--- src/rtl/wb_spi_bus_arbiter.sv ---
// Two-master Wishbone arbiter in front of the SPI master's Wishbone slave
// port: round-robin grant held per cycle, plus a stalled-strobe watchdog.
//
// Parameters:
//   AW      address width
//   DW      data width (select width SW = DW/8 is derived)
//   TIMEOUT cycles a granted strobe may wait for ack/err (4..65535)
//
// Ports:
//   clk, wb_rst_n          clock, asynchronous active-low reset
//   m0_* / m1_*            master 0 (CPU data) / master 1 (crypto loader)
//                          cyc/stb/we/sel/adr/dat in, dat/ack/err out
//   s_*                    shared SPI slave port
//   gnt_o                  one-hot grant, 00 when nobody is granted
//   timeout_o              one-cycle pulse when the watchdog aborts
//
// Build option:
//   WB_ARB_FIXED_PRIO_EN   master 0 always wins a tie in IDLE
//                          (default: round-robin on the last grant)

module wb_spi_bus_arbiter #(
   parameter  int AW      = 8,
   parameter  int DW      = 32,
   parameter  int TIMEOUT = 64,
   localparam int SW      = DW / 8
) (
   input  logic          clk,
   input  logic          wb_rst_n,

   input  logic          m0_cyc_i,
   input  logic          m0_stb_i,
   input  logic          m0_we_i,
   input  logic [SW-1:0] m0_sel_i,
   input  logic [AW-1:0] m0_adr_i,
   input  logic [DW-1:0] m0_dat_i,
   output logic [DW-1:0] m0_dat_o,
   output logic          m0_ack_o,
   output logic          m0_err_o,

   input  logic          m1_cyc_i,
   input  logic          m1_stb_i,
   input  logic          m1_we_i,
   input  logic [SW-1:0] m1_sel_i,
   input  logic [AW-1:0] m1_adr_i,
   input  logic [DW-1:0] m1_dat_i,
   output logic [DW-1:0] m1_dat_o,
   output logic          m1_ack_o,
   output logic          m1_err_o,

   output logic          s_cyc_o,
   output logic          s_stb_o,
   output logic          s_we_o,
   output logic [SW-1:0] s_sel_o,
   output logic [AW-1:0] s_adr_o,
   output logic [DW-1:0] s_dat_o,
   input  logic [DW-1:0] s_dat_i,
   input  logic          s_ack_i,
   input  logic          s_err_i,

   output logic [1:0]    gnt_o,
   output logic          timeout_o
);

   typedef enum logic [1:0] {
      IDLE,
      GNT0,
      GNT1,
      ABORT
   } state_t;

   localparam logic [15:0] WD_LAST = 16'(TIMEOUT - 1);

   state_t      state_q, state_d;
   logic        last_q, last_d;
   logic        abort_q, abort_d;
   logic [15:0] wd_q, wd_d;

   logic          req0, req1;
   logic          pick1;
   logic          granted;
   logic          gsel;
   logic          g_cyc, g_stb, g_we;
   logic [SW-1:0] g_sel;
   logic [AW-1:0] g_adr;
   logic [DW-1:0] g_dat;
   logic          resp;
   logic          fire;
   logic          abort_cyc;

   assign req0 = m0_cyc_i & m0_stb_i;
   assign req1 = m1_cyc_i & m1_stb_i;

   // Tie-break in IDLE. last_q == 1 means master 1 held the bus last,
   // so master 0 wins the next tie (and the first one after reset).
`ifdef WB_ARB_FIXED_PRIO_EN
   assign pick1 = req1 & ~req0;
`else
   assign pick1 = req1 & (~req0 | ~last_q);
`endif

   assign granted = (state_q == GNT0) || (state_q == GNT1);
   assign gsel    = (state_q == GNT1);

   // Request lines of whichever master currently holds the grant.
   always_comb begin
      g_cyc = 1'b0;
      g_stb = 1'b0;
      g_we  = 1'b0;
      g_sel = '0;
      g_adr = '0;
      g_dat = '0;
      if (granted) begin
         if (gsel) begin
            g_cyc = m1_cyc_i;
            g_stb = m1_stb_i;
            g_we  = m1_we_i;
            g_sel = m1_sel_i;
            g_adr = m1_adr_i;
            g_dat = m1_dat_i;
         end else begin
            g_cyc = m0_cyc_i;
            g_stb = m0_stb_i;
            g_we  = m0_we_i;
            g_sel = m0_sel_i;
            g_adr = m0_adr_i;
            g_dat = m0_dat_i;
         end
      end
   end

   // A slave response in the last allowed cycle beats the watchdog.
   assign resp = s_ack_i | s_err_i;
   assign fire = granted & g_stb & ~resp & (wd_q == WD_LAST);

   assign abort_cyc = abort_q ? m1_cyc_i : m0_cyc_i;

   always_comb begin
      state_d = state_q;
      last_d  = last_q;
      abort_d = abort_q;
      wd_d    = '0;

      unique case (state_q)
         IDLE: begin
            if (req0 | req1) begin
               state_d = pick1 ? GNT1 : GNT0;
               last_d  = pick1;
            end
         end
         GNT0, GNT1: begin
            if (g_stb & ~resp & ~fire) begin
               wd_d = wd_q + 16'd1;
            end
            // A release in the firing cycle still returns to IDLE.
            if (!g_cyc) begin
               state_d = IDLE;
               wd_d    = '0;
            end else if (fire) begin
               state_d = ABORT;
               abort_d = gsel;
            end
         end
         ABORT: begin
            if (!abort_cyc) begin
               state_d = IDLE;
            end
         end
         default: begin
            state_d = IDLE;
         end
      endcase
   end

   always_ff @(posedge clk or negedge wb_rst_n) begin
      if (!wb_rst_n) begin
         state_q <= IDLE;
         last_q  <= 1'b1;
         abort_q <= 1'b0;
         wd_q    <= '0;
      end else begin
         state_q <= state_d;
         last_q  <= last_d;
         abort_q <= abort_d;
         wd_q    <= wd_d;
      end
   end

   // Slave side: zero outside a grant; cyc/stb cut in the firing cycle.
   always_comb begin
      s_cyc_o = g_cyc & ~fire;
      s_stb_o = g_stb & ~fire;
      s_we_o  = g_we;
      s_sel_o = g_sel;
      s_adr_o = g_adr;
      s_dat_o = g_dat;
   end

   // Master side: only the granted master sees the slave response.
   always_comb begin
      m0_dat_o = '0;
      m0_ack_o = 1'b0;
      m0_err_o = 1'b0;
      m1_dat_o = '0;
      m1_ack_o = 1'b0;
      m1_err_o = 1'b0;
      if (granted) begin
         if (gsel) begin
            m1_dat_o = s_dat_i;
            m1_ack_o = s_ack_i;
            m1_err_o = s_err_i | fire;
         end else begin
            m0_dat_o = s_dat_i;
            m0_ack_o = s_ack_i;
            m0_err_o = s_err_i | fire;
         end
      end
   end

   assign gnt_o     = {state_q == GNT1, state_q == GNT0};
   assign timeout_o = fire;

endmodule
--- config.mk ---
export PLATFORM = sky130hd
export DESIGN_NAME = wb_spi_bus_arbiter
export DESIGN_NICKNAME = d
export VERILOG_FILES = /design/src/rtl/wb_spi_bus_arbiter.sv
export SDC_FILE = /design/constraint.sdc
export NUM_CORES = 1
export LEC_CHECK = 0
export BUFFER_PORTS_ARGS = -buffer_cell sky130_fd_sc_hd__buf_2
export CORE_AREA = 3 3 96 98
export DETAILED_ROUTE_END_ITERATION = 8
export DIE_AREA = 0 0 99 101
export PLACE_DENSITY = 0.76
export SYNTH_ARGS = -nofsm -noshare
export SYNTH_HDL_FRONTEND = slang
export SYNTH_SLANG_ARGS = --single-unit
--- constraint.sdc ---
create_clock -name clk -period 2.1 [get_ports clk]
set_input_delay 0.42 -clock clk [delete_from_list [all_inputs] [get_ports clk]]
set_output_delay 0.42 -clock clk [all_outputs]
set_load 0.1 [all_outputs]
; Word-level counts from Yosys, hierarchy flattened
; Index checks and enable logic that the tools add are counted.
[word_totals]
register_bits = 20
elab_cells = 70
[op_classes]
muxes = 34
bitwise = 18
n_reduce_logical = 6
n_eq_ne = 7
addsub = 1
[ops]
columns = operator, count
row1 = two-way mux 32 bit, 6
row2 = two-way mux 16 bit, 3
row3 = "adder 16 x 1 -> 16 bit, second input constant", 1
row4 = "== test 16 x 6 -> 1 bit, second input constant", 1
row5 = two-way mux 8 bit, 2
row6 = two-way mux 1 bit, 15
row7 = bitwise AND 1 bit, 10
row8 = two-way mux 2 bit, 5
row9 = two-way mux 4 bit, 2
row10 = one-hot mux 2 bit (3 select lines), 1
row11 = AND reduction 3 bit, 2
row12 = "== test 2 bit, second input constant", 2
row13 = "!= test 2 bit, second input constant", 2
row14 = NOT 1 bit, 4
row15 = bitwise OR 1 bit, 4
row16 = "!= test 3 bit, second input constant", 1
row17 = "== test 2 x 1 -> 1 bit, second input constant", 1
row18 = zero test 2 bit, 1
row19 = AND reduction 2 bit, 1
row20 = OR reduction 2 bit, 1
row21 = logical OR 1 bit, 1

; Longest topological paths before layout
; Gate-level depths: netlist of run 1.
[depth]
word_depth = 11
depth_mapped = 8
depth_no_buf = 6

; Worst setup path before layout of run 1
; Ideal clock, no wire load.
[synth_timing]
path_kind = reg-to-output
from = register state_q[0]
to = output port s_cyc_o
stages_incl_launch_ff = 8
n_path_buf = 1
t_arrival_ns = 2.988
slack_ns = -1.308
cell_sequence = dfrtp_1 -> inv_1 -> ha_1 -> mux2_2 -> and3_1 -> and2_1 -> buf_2 -> nor2_1
[synth_via]
elab_chain_cells = 8
word_cells_on_any_way = 12
classes_between = eq/ne (2) / mux (4) / bitwise (5) / reduce/logical (1)
[synth_rtl]
columns = element, line
row1 = "start, declared", 73  ; state_t state_q, state_d;
row2 = "start signal, assigned", 181  ; state_q <= state_d;
row3 = == test 2 bit / == test 2 x 1 -> 1 bit (equally long branches), "101, 102"
row4 = two-way mux 1 bit / logical OR 1 bit (equally long branches), "113, 101"
row5 = two-way mux 1 bit, 112  ; if (granted) begin
row6 = bitwise AND 1 bit (*) (3 in series), 133  ; assign fire = granted & g_stb & ~resp & (wd_q == WD_LAST);
row7 = net timeout_o, 61  ; output logic timeout_o
row8 = NOT 1 bit (*), 190  ; s_cyc_o = g_cyc & ~fire;
row9 = bitwise AND 1 bit (*), 190
row10 = "end, declared", 50  ; output logic s_cyc_o,
; The timed path passes the listed nets; every way through them passes the cells marked *.

; Final worst setup path of run 1
[layout_timing]
from = register state_q[1]
to = output port m0_dat_o[14]
[layout_via]
elab_chain_cells = 3
word_cells_on_any_way = 5
classes_between = eq/ne (2) / mux (2) / reduce/logical (1)
[layout_rtl]
columns = element, line
row1 = == test 2 bit / == test 2 x 1 -> 1 bit (equally long branches), "101, 102"
row2 = two-way mux 32 bit / logical OR 1 bit (equally long branches), "207, 101"
row3 = two-way mux 32 bit (*), 206  ; if (granted) begin
row4 = "end, declared", 36  ; output logic [DW-1:0] m0_dat_o,
; Every way passes the cells marked *; elsewhere a longest branch is shown, timed or not.

==> impl_metrics.ini, run 1 <==
[run_status]
failed_checks = negative setup slack
status = complete, but fails checks

[global_route]
track_usage = 0.268
grt_overflow = 0
grt_first_pass_wirelength_mm = 20.9
grt_pass1_vias = 3675
grt_max_degree = 24
antenna_found_initial = 0

[sta]
skew_ns = 0.00101
period_share = 1.13
max_freq_ghz = 0.423
finalCriticalPeriod_ns = 2.37
relSlewSlack = 0.669
rsz0062_at_grt = true
fin_ws_ns = -0.265
hold_viol_final = 0
setup_tns_ns = -18.74
setup_viol = 114
tightest_slew_ns = 0.500
whs_ns = 0.0971
finalMaxSlewViolations = 0

[drt]
drc = 0
viasPerCell = 5.11
drt_iter0_drc = 84
wl_per_cell_um = 22.9
wirelength_mm = 15.7
drt_first_pass_iters = 4
postRouteAntennaNets = 0
vias = 3516

[clocking]
tritoncts = done
clock-root-buffer = clkbuf_8
htree_levels = 1
path_clk_slew_ns = 0.07
clock_latency_ns = 0.25
cts_sinks = 20
cts_buffers = 3
cts_buffer_depth = 2

[layout]
nNetsFinal = 717
drive_gt1_frac = 0.829
insertedDiodeCount = 0
fin_cells = 688
syn2layout_area_growth_pct = 200

[worst_setup_path]
path_max_fanout = 8
r2r_cells = 10
reg2reg_setup_slack_ns = 0
r2r_start = state_q[0]$_DFFE_PN0P_
worstPathRequired_ns = 1.68
cp-end-kind = primary output
crit_path_start_kind = flip-flop
worstSetupPathType = reg -> out
critPathArrivalTime_ns = 1.95
rr_endpoint = wd_q[7]$_DFF_PN0_

[yosys]
synth_xor_area_frac = 0.0392
post-synth-top-count-cell = and2_1
synth-seq-cells = 20
yosysSeqAreaShare = 0.204
async_reset_ff_frac = 1.00
synth_compound_area_frac = 0.0565
synth-main-ff-cell = dfrtp_1
synthTopCellsByArea = dfrtp_1 (19%), mux2i_1 (19%), and2_1 (17%), nor2b_1 (12%), ha_1 (3.1%)
synth-edff-count = 0
yosys.area.top_type = dfrtp_1
synth.distinct_cells = 42
syn_nets = 438
synthCells = 302
syn_avg_cell_area_um2 = 8.14
syn_area_mm2 = 0.00246
yosys_warnings = 0
synth_adder_area_share = 0.0305
synth-simple-area-share = 0.405
synth_top_family_by_area = simple AND/OR/NAND/NOR gates
synth.area.mux_share = 0.210
synth_common_cells = and2_1 (68), mux2i_1 (47), nor2b_1 (46), dfrtp_1 (19), nor2_1 (18)
yosysTopAreaCellShare = 0.193

[floorplan]
coreArea_mm2 = 0.00855
die_y_um = 101
rows = 34
floorplan.initialDensity = 0.287
pin_count = 248
die-area_mm2 = 0.0100
die_w_um = 99

[placement]
globalplace.congestion = 1.01
dp_hpwl_mm = 10.4
dp_cells = 658
io_buffers = 247

[flow_run]
max_cap_violations = 0

[worst_hold_path]
hp-class = in -> async
==> layer usage <==
metal  routed length (um)  vias up  track usage
met1                 5130     1631        0.274
li1                     -     1577            -
met2                 8510      240        0.520
met4                  813        0       0.0966
met5                    0        -            0
met3                 1280       68       0.0713
==> layout make-up <==
cell class              instances  area, um2
well taps                     108        135
multi-input cells             256       2950
fillers                       395       1180
inverters                       4       15.0
repair buffers                296       3710
flip-flops and latches         20        503
clock buffers                   4       55.1
==> flip-flops by register name, indices dropped and copies added (netlist names) <==
name / cells
abort_q: 1
wd_q: 16
last_q: 1
state_q: 2
==> kinds of logic (layout without fill, tap and decap cells) <==
group,Yosys count,after routing
AO/OA/AOI/OAI,20,20
XOR/XNOR,11,11
adder cells (fa/ha/maj),6,6
buffers and inverters,26,304
flip-flops,20,20
multiplexers,51,51
AND/OR/NAND/NOR,168,168
==> worst max path at each step <==
stage / startpoint / to / slack [ns] / depth (start not counted)
CTS: state_q[0]$_DFFE_PN0P_ / s_dat_o[13] / -0.28 / 7
floorplan: state_q[0]$_DFFE_PN0P_ / s_cyc_o / -0.25 / 7
global placement: state_q[0]$_DFFE_PN0P_ / s_sel_o[2] / 0.02 / 7
finish: state_q[1]$_DFFE_PN0P_ / m0_dat_o[14] / -0.27 / 8
detailed placement: state_q[0]$_DFFE_PN0P_ / m1_err_o / -0.02 / 7
global route: state_q[0]$_DFFE_PN0P_ / m0_dat_o[14] / -0.33 / 9
==> repair_timing <==
| action | in CTS | in global routing |
|---|---|---|
| hold buffers | 0 | 0 |
| cloned | 5 | 6 |
| endpoints found under the setup margin | 105 | 122 |
| resized for setup | 81 | 50 |
| pin swaps | 12 | 13 |
| buffers inserted | 11 | 8 |
==> worst max-delay path: stages (launching register included) <==
cell     delay, ns
dfrtp_2       0.44
buf_6         0.14
ha_4          0.18
buf_8         0.15
nor2b_4       0.15
buf_6         0.16
buf_16        0.13
and2_4        0.17
buf_12        0.17
==> layout by cell type (no fill, tap or decap), drive strengths merged, types with 5 or more instances in the layout <==
cell type / synthesis / final
a21oi: 5 / 5
and2: 68 / 68
buf: 10 / 291
clkbuf: 12 / 9
dfrtp: 19 / 19
ha: 6 / 6
mux2i: 47 / 47
nand2: 8 / 8
nand3: 7 / 7
nor2: 18 / 18
nor2b: 46 / 46
xor2: 7 / 7
==> per-stage QoR <==
step	cell area, um2	worst slack, ns	utilization
after floorplan	3080	-0.248	-
after global placement	6290	0.0243	0.736
after detailed placement	6290	-0.0210	0.736
after CTS	6950	-0.278	0.813
after global routing	7370	-0.326	0.862
final	7370	-0.265	0.862
Power of run 1 is not shown: default switching activity piles up to over one toggle a cycle in this logic, so the estimate is an artifact.
==> run 2: changes to the inputs <==
--- a/config.mk
+++ b/config.mk
@@ -7,6 +7,7 @@
 export LEC_CHECK = 0
 export BUFFER_PORTS_ARGS = -buffer_cell sky130_fd_sc_hd__buf_2
 export CORE_AREA = 3 3 96 98
+export CTS_CLUSTER_DIAMETER = 80
 export DETAILED_ROUTE_END_ITERATION = 8
 export DIE_AREA = 0 0 99 101
 export PLACE_DENSITY = 0.76
==> constraint.sdc (replaced) <==
create_clock -name clk -period 2 [get_ports clk]
set_input_delay 0.4 -clock clk [delete_from_list [all_inputs] [get_ports clk]]
set_output_delay 0.4 -clock clk [all_outputs]
set_load 0.1 [all_outputs]
==> impl_metrics.ini, run 2 (synthesis gave the netlist of run 1 again) <==
[drt]
drt_first_pass_iters = 4
vias = 3498
wirelength_mm = 15.1
drt_iter0_drc = 128
drc = 0
postRouteAntennaNets = 0
wl_per_cell_um = 21.6
viasPerCell = 5.00

[layout]
reg_top3 = wd_q (16), state_q (2)
drive_gt1_frac = 0.828
final_common_cell = buf_2
syn2layout_area_growth_pct = 196
mostFrequentLayoutCells = buf_2 (130), buf_12 (128), and2_4 (63), nor2b_4 (46), buf_4 (33)
fin_cells = 699
largest_reg_flops = 16
nNetsFinal = 725
fillers = 426
top_register = wd_q

[worst_setup_path]
critPathLaunch = state_q[0]$_DFFE_PN0P_
worstSetupPathType = reg -> out
critPathArrivalTime_ns = 1.95
path_max_fanout = 6
cp_slowest_cell = dfrtp_1
reg2reg_setup_slack_ns = 0.08
r2r_cells = 9
worstPathRequired_ns = 1.60
crit_path_start_kind = flip-flop
cp_cell_sequence = inv_2 > buf_4 > ha_4 > buf_4 > clkbuf_16 > mux2i_4 > nor2b_4 > buf_12
endpoint = s_sel_o[3]
max_stage_delay_ns = 0.40
cp-end-kind = primary output
path_common_cell = buf_4
r2r_start = state_q[0]$_DFFE_PN0P_
rr_endpoint = wd_q[4]$_DFF_PN0_

[flow_run]
max_cap_violations = 0

[sta]
relSlewSlack = 0.651
skew_ns = 0.0102
max_freq_ghz = 0.425
rsz0062_at_grt = true
tightest_slew_ns = 0.527
hold_viol_final = 0
period_share = 1.18
finalCriticalPeriod_ns = 2.35
setup_viol = 117
fin_ws_ns = -0.353
finalMaxSlewViolations = 0

[global_route]
grt_max_degree = 35
grt_pass1_vias = 3735
grt_overflow = 0
antenna_found_initial = 5
grt_first_pass_wirelength_mm = 19.9
track_usage = 0.255

[placement]
pre_cts_ws_ns = -0.0643
io_buffers = 247
dp_hpwl_mm = 10.7
globalplace.congestion = 0.818
dp_cells = 665

[floorplan]
pin_count = 248
floorplan.initialDensity = 0.287
rows = 34
die_y_um = 101
coreArea_mm2 = 0.00855
die-area_mm2 = 0.0100
die_w_um = 99

[clocking]
cts_buffers = 3
cts_sinks = 20
path_clk_slew_ns = 0.08
cts_hold_buf = 0
cts_buffer_depth = 2
clock-root-buffer = clkbuf_8
clock_latency_ns = 0.26
tritoncts = done
htree_levels = 1

[run_status]
failed_checks = negative setup slack
status = complete, but fails checks

[worst_hold_path]
hp-class = in -> async
[run 2: worst max-delay path, delay by kind of cell (launching register included)]
family | cells | cell delay [ns]
adder cells (fa/ha/maj) | 1 | 0.21
AND/OR/NAND/NOR | 1 | 0.08
multiplexers | 1 | 0.29
flip-flops | 1 | 0.40
buffers and inverters | 5 | 0.72
[run 2: worst min-delay path by stage]
stage                     endpoint  depth (start not counted)  slack (ns)     start
2_1_floorplan  abort_q$_DFFE_PN0P_                          0        0.10  wb_rst_n
3_3_place_gp     wd_q[1]$_DFF_PN0_                          1        0.35  wb_rst_n
3_5_place_dp     wd_q[2]$_DFF_PN0_                          1        0.37  wb_rst_n
4_1_cts          wd_q[2]$_DFF_PN0_                          1        0.09  wb_rst_n
5_1_grt          wd_q[9]$_DFF_PN0_                          1        0.11  wb_rst_n
6_report         wd_q[2]$_DFF_PN0_                          1        0.07  wb_rst_n
[run 2: area by class of cell]
| class | count | area [um2] | share of cell area |
|---|---|---|---|
| repair buffers | 304 | 3730 | 0.511 |
| multi-input cells | 256 | 2850 | 0.392 |
| flip-flops and latches | 20 | 503 | 0.0690 |
| well taps | 108 | 135 | 0.0185 |
| clock buffers | 4 | 45.0 | 0.00618 |
| inverters | 4 | 15.0 | 0.00206 |
| diodes | 3 | 7.51 | 0.00103 |
[run 2: repair_timing]
item,4_1_cts,5_1_grt
buffers inserted,14,7
gates resized for setup,71,26
cloned,3,6
endpoints found under the setup margin,104,121
pin swaps,5,1
[run 2: per-stage QoR]
stage | area (um2) | utilization | TNS (ns) | hold slack, ns
final | 7290 | 0.852 | -28.57 | 0.0747
after detailed placement | 6330 | 0.740 | -1.70 | 0.373
after global routing | 7290 | 0.852 | -35.12 | 0.106
after CTS | 6970 | 0.815 | -23.38 | 0.0912
after global placement | 6330 | 0.740 | -0.0200 | 0.353
after floorplan | 3080 | - | -7.30 | 0.104
[run 2: layer usage]
| metal | global-route usage | wire (um) |
|---|---|---|
| met5 | 0 | 34 |
| met4 | 0.110 | 599 |
| met3 | 0.0740 | 1230 |
| met2 | 0.482 | 8460 |
| met1 | 0.260 | 4780 |
Power of run 2 is left out for the same reason.
==> run 3: changes to the inputs <==
--- a/config.mk
+++ b/config.mk
@@ -5,7 +5,7 @@
 export SDC_FILE = /design/constraint.sdc
 export NUM_CORES = 1
 export LEC_CHECK = 0
-export BUFFER_PORTS_ARGS = -buffer_cell sky130_fd_sc_hd__buf_2
+export BUFFER_PORTS_ARGS = -buffer_cell sky130_fd_sc_hd__buf_4
 export CORE_AREA = 3 3 96 98
 export CTS_CLUSTER_DIAMETER = 80
 export DETAILED_ROUTE_END_ITERATION = 8
==> impl_metrics.ini, run 3 (synthesis gave the netlist of run 1 again) <==
[clocking]
htree_levels = 1
cts_buffers = 3
cts_hold_buf = 0
path_clk_slew_ns = 0.08
cts_sinks = 20
tritoncts = done
cts_buffer_depth = 2
clock-root-buffer = clkbuf_8
clock_latency_ns = 0.27

[global_route]
grt_overflow = 0
antenna_found_initial = 0
grt_pass1_vias = 4086
grt_first_pass_wirelength_mm = 25.1
grt_max_degree = 21
track_usage = 0.327

[placement]
dp_hpwl_mm = 9.09
globalplace.congestion = 0.893
io_buffers = 247
dp_cells = 673

[worst_setup_path]
cp-end-kind = primary output
path_max_fanout = 5
worstPathRequired_ns = 1.60
max_stage_delay_ns = 0.42
cp_cell_sequence = inv_2 > buf_6 > ha_4 > buf_6 > and3_4 > and2_4 > o211a_4 > buf_12
crit_buf_inv = 4
worstSetupPathType = reg -> out
cp_slowest_cell = dfrtp_1
crit_path_start_kind = flip-flop
path_common_cell = buf_6
crit_family = buffers and inverters
critPathArrivalTime_ns = 2.12

[floorplan]
die_y_um = 101
rows = 34
die_w_um = 99
floorplan.initialDensity = 0.287
coreArea_mm2 = 0.00855
pin_count = 248
die-area_mm2 = 0.0100

[layout]
fillers = 147
syn2layout_area_growth_pct = 233
insertedDiodeCount = 0
nNetsFinal = 743
largest_reg_flops = 16
drive_gt1_frac = 0.858
final_common_cell = buf_4
mostFrequentLayoutCells = buf_4 (155), buf_12 (132), and2_4 (67), nor2b_4 (46), mux2i_4 (38)
fin_cells = 714
reg_top3 = wd_q (16), state_q (2)
top_register = wd_q

[sta]
whs_ns = -0.000433
setup_viol = 136
skew_ns = 0.0107
rsz0062_at_grt = true
finalMaxSlewViolations = 0
relSlewSlack = 0.623
hold_viol_final = 1
fin_ws_ns = -0.515
period_share = 1.26
tightest_slew_ns = 0.564
max_freq_ghz = 0.398
finalCriticalPeriod_ns = 2.52

[drt]
drc = 9
wirelength_mm = 23.4
vias = 4267
wl_per_cell_um = 32.8
viasPerCell = 5.98
postRouteAntennaNets = 0
drt_iter0_drc = 451
drt_first_pass_iters = 9

[run_status]
failed_checks = design-rule violations, negative hold slack, negative setup slack
status = complete, but fails checks

[flow_run]
max_cap_violations = 0

[worst_hold_path]
hp-class = in -> async
==> run 3: cell types whose count changed in the layout (fill, tap and decap cells not counted), moves of 8 or more <==
| cell | delta |
|---|---|
| buf_8 | +11 |
| mux2i_4 | +8 |
| nor2_4 | +10 |
| nor2_1 | -12 |
| buf_4 | +122 |
| buf_2 | -130 |
==> run 3: cell type report <==
| type | count | area [um2] | area share |
|---|---|---|---|
| flip-flops and latches | 20 | 503 | 0.0614 |
| multi-input cells | 256 | 3040 | 0.371 |
| well taps | 108 | 135 | 0.0165 |
| inverters | 4 | 15.0 | 0.00183 |
| clock buffers | 4 | 45.0 | 0.00550 |
| repair buffers | 322 | 4450 | 0.543 |
==> run 3: repair_timing <==
action | 4_1_cts | 5_1_grt
setup endpoints to repair | 116 | 136
pin swaps | 23 | 40
buffers inserted | 23 | 8
cloned | 13 | 4
gates resized for setup | 415 | 125
==> run 3: metal layers <==
| layer | routed length [um] | global-route usage | up-vias |
|---|---|---|---|
| met5 | 0 | 0 | - |
| met4 | 2100 | 0.137 | 0 |
| met3 | 2480 | 0.103 | 170 |
| met2 | 11700 | 0.611 | 473 |
| met1 | 7090 | 0.336 | 1994 |
| li1 | - | - | 1630 |
==> run 3: worst paths after layout <==
kind | start | endpoint | slack [ns] | depth (start not counted)
max in group asynchronous | wb_rst_n | last_q$_DFFE_PN1P_ | 1.72 | 1
setup / recovery | state_q[0]$_DFFE_PN0P_ | m1_err_o | -0.52 | 8
min in group clk | abort_q$_DFFE_PN0P_ | abort_q$_DFFE_PN0P_ | 0.55 | 1
hold reg to reg | abort_q$_DFFE_PN0P_ | abort_q$_DFFE_PN0P_ | 0.55 | 1
setup reg to reg | state_q[0]$_DFFE_PN0P_ | state_q[0]$_DFFE_PN0P_ | -0.34 | 11
hold / removal | wb_rst_n | wd_q[10]$_DFF_PN0_ | -0.0004 | 1
==> run 3: stage by stage <==
stage | setup TNS [ns] | area (um2) | setup WS [ns] | utilization
after global placement | -1.42 | 5250 | -0.0958 | 0.614
after global routing | -46.90 | 8190 | -0.533 | 0.957
after detailed placement | -2.87 | 5250 | -0.116 | 0.614
final | -47.10 | 8190 | -0.515 | 0.957
after floorplan | -7.30 | 3080 | -0.286 | -
after CTS | -24.31 | 7540 | -0.348 | 0.882
==> run 3: worst register-to-register path, cell delays in order (launching register included) <==
cell and delay, ns:
dfrtp_1 0.44, inv_2 0.15, buf_6 0.13, ha_4 0.21
buf_8 0.14, buf_12 0.14, buf_12 0.13, buf_4 0.13
buf_6 0.11, a221o_1 0.31, mux2i_1 0.23, a211oi_1 0.10
Power of run 3 is left out for the same reason.
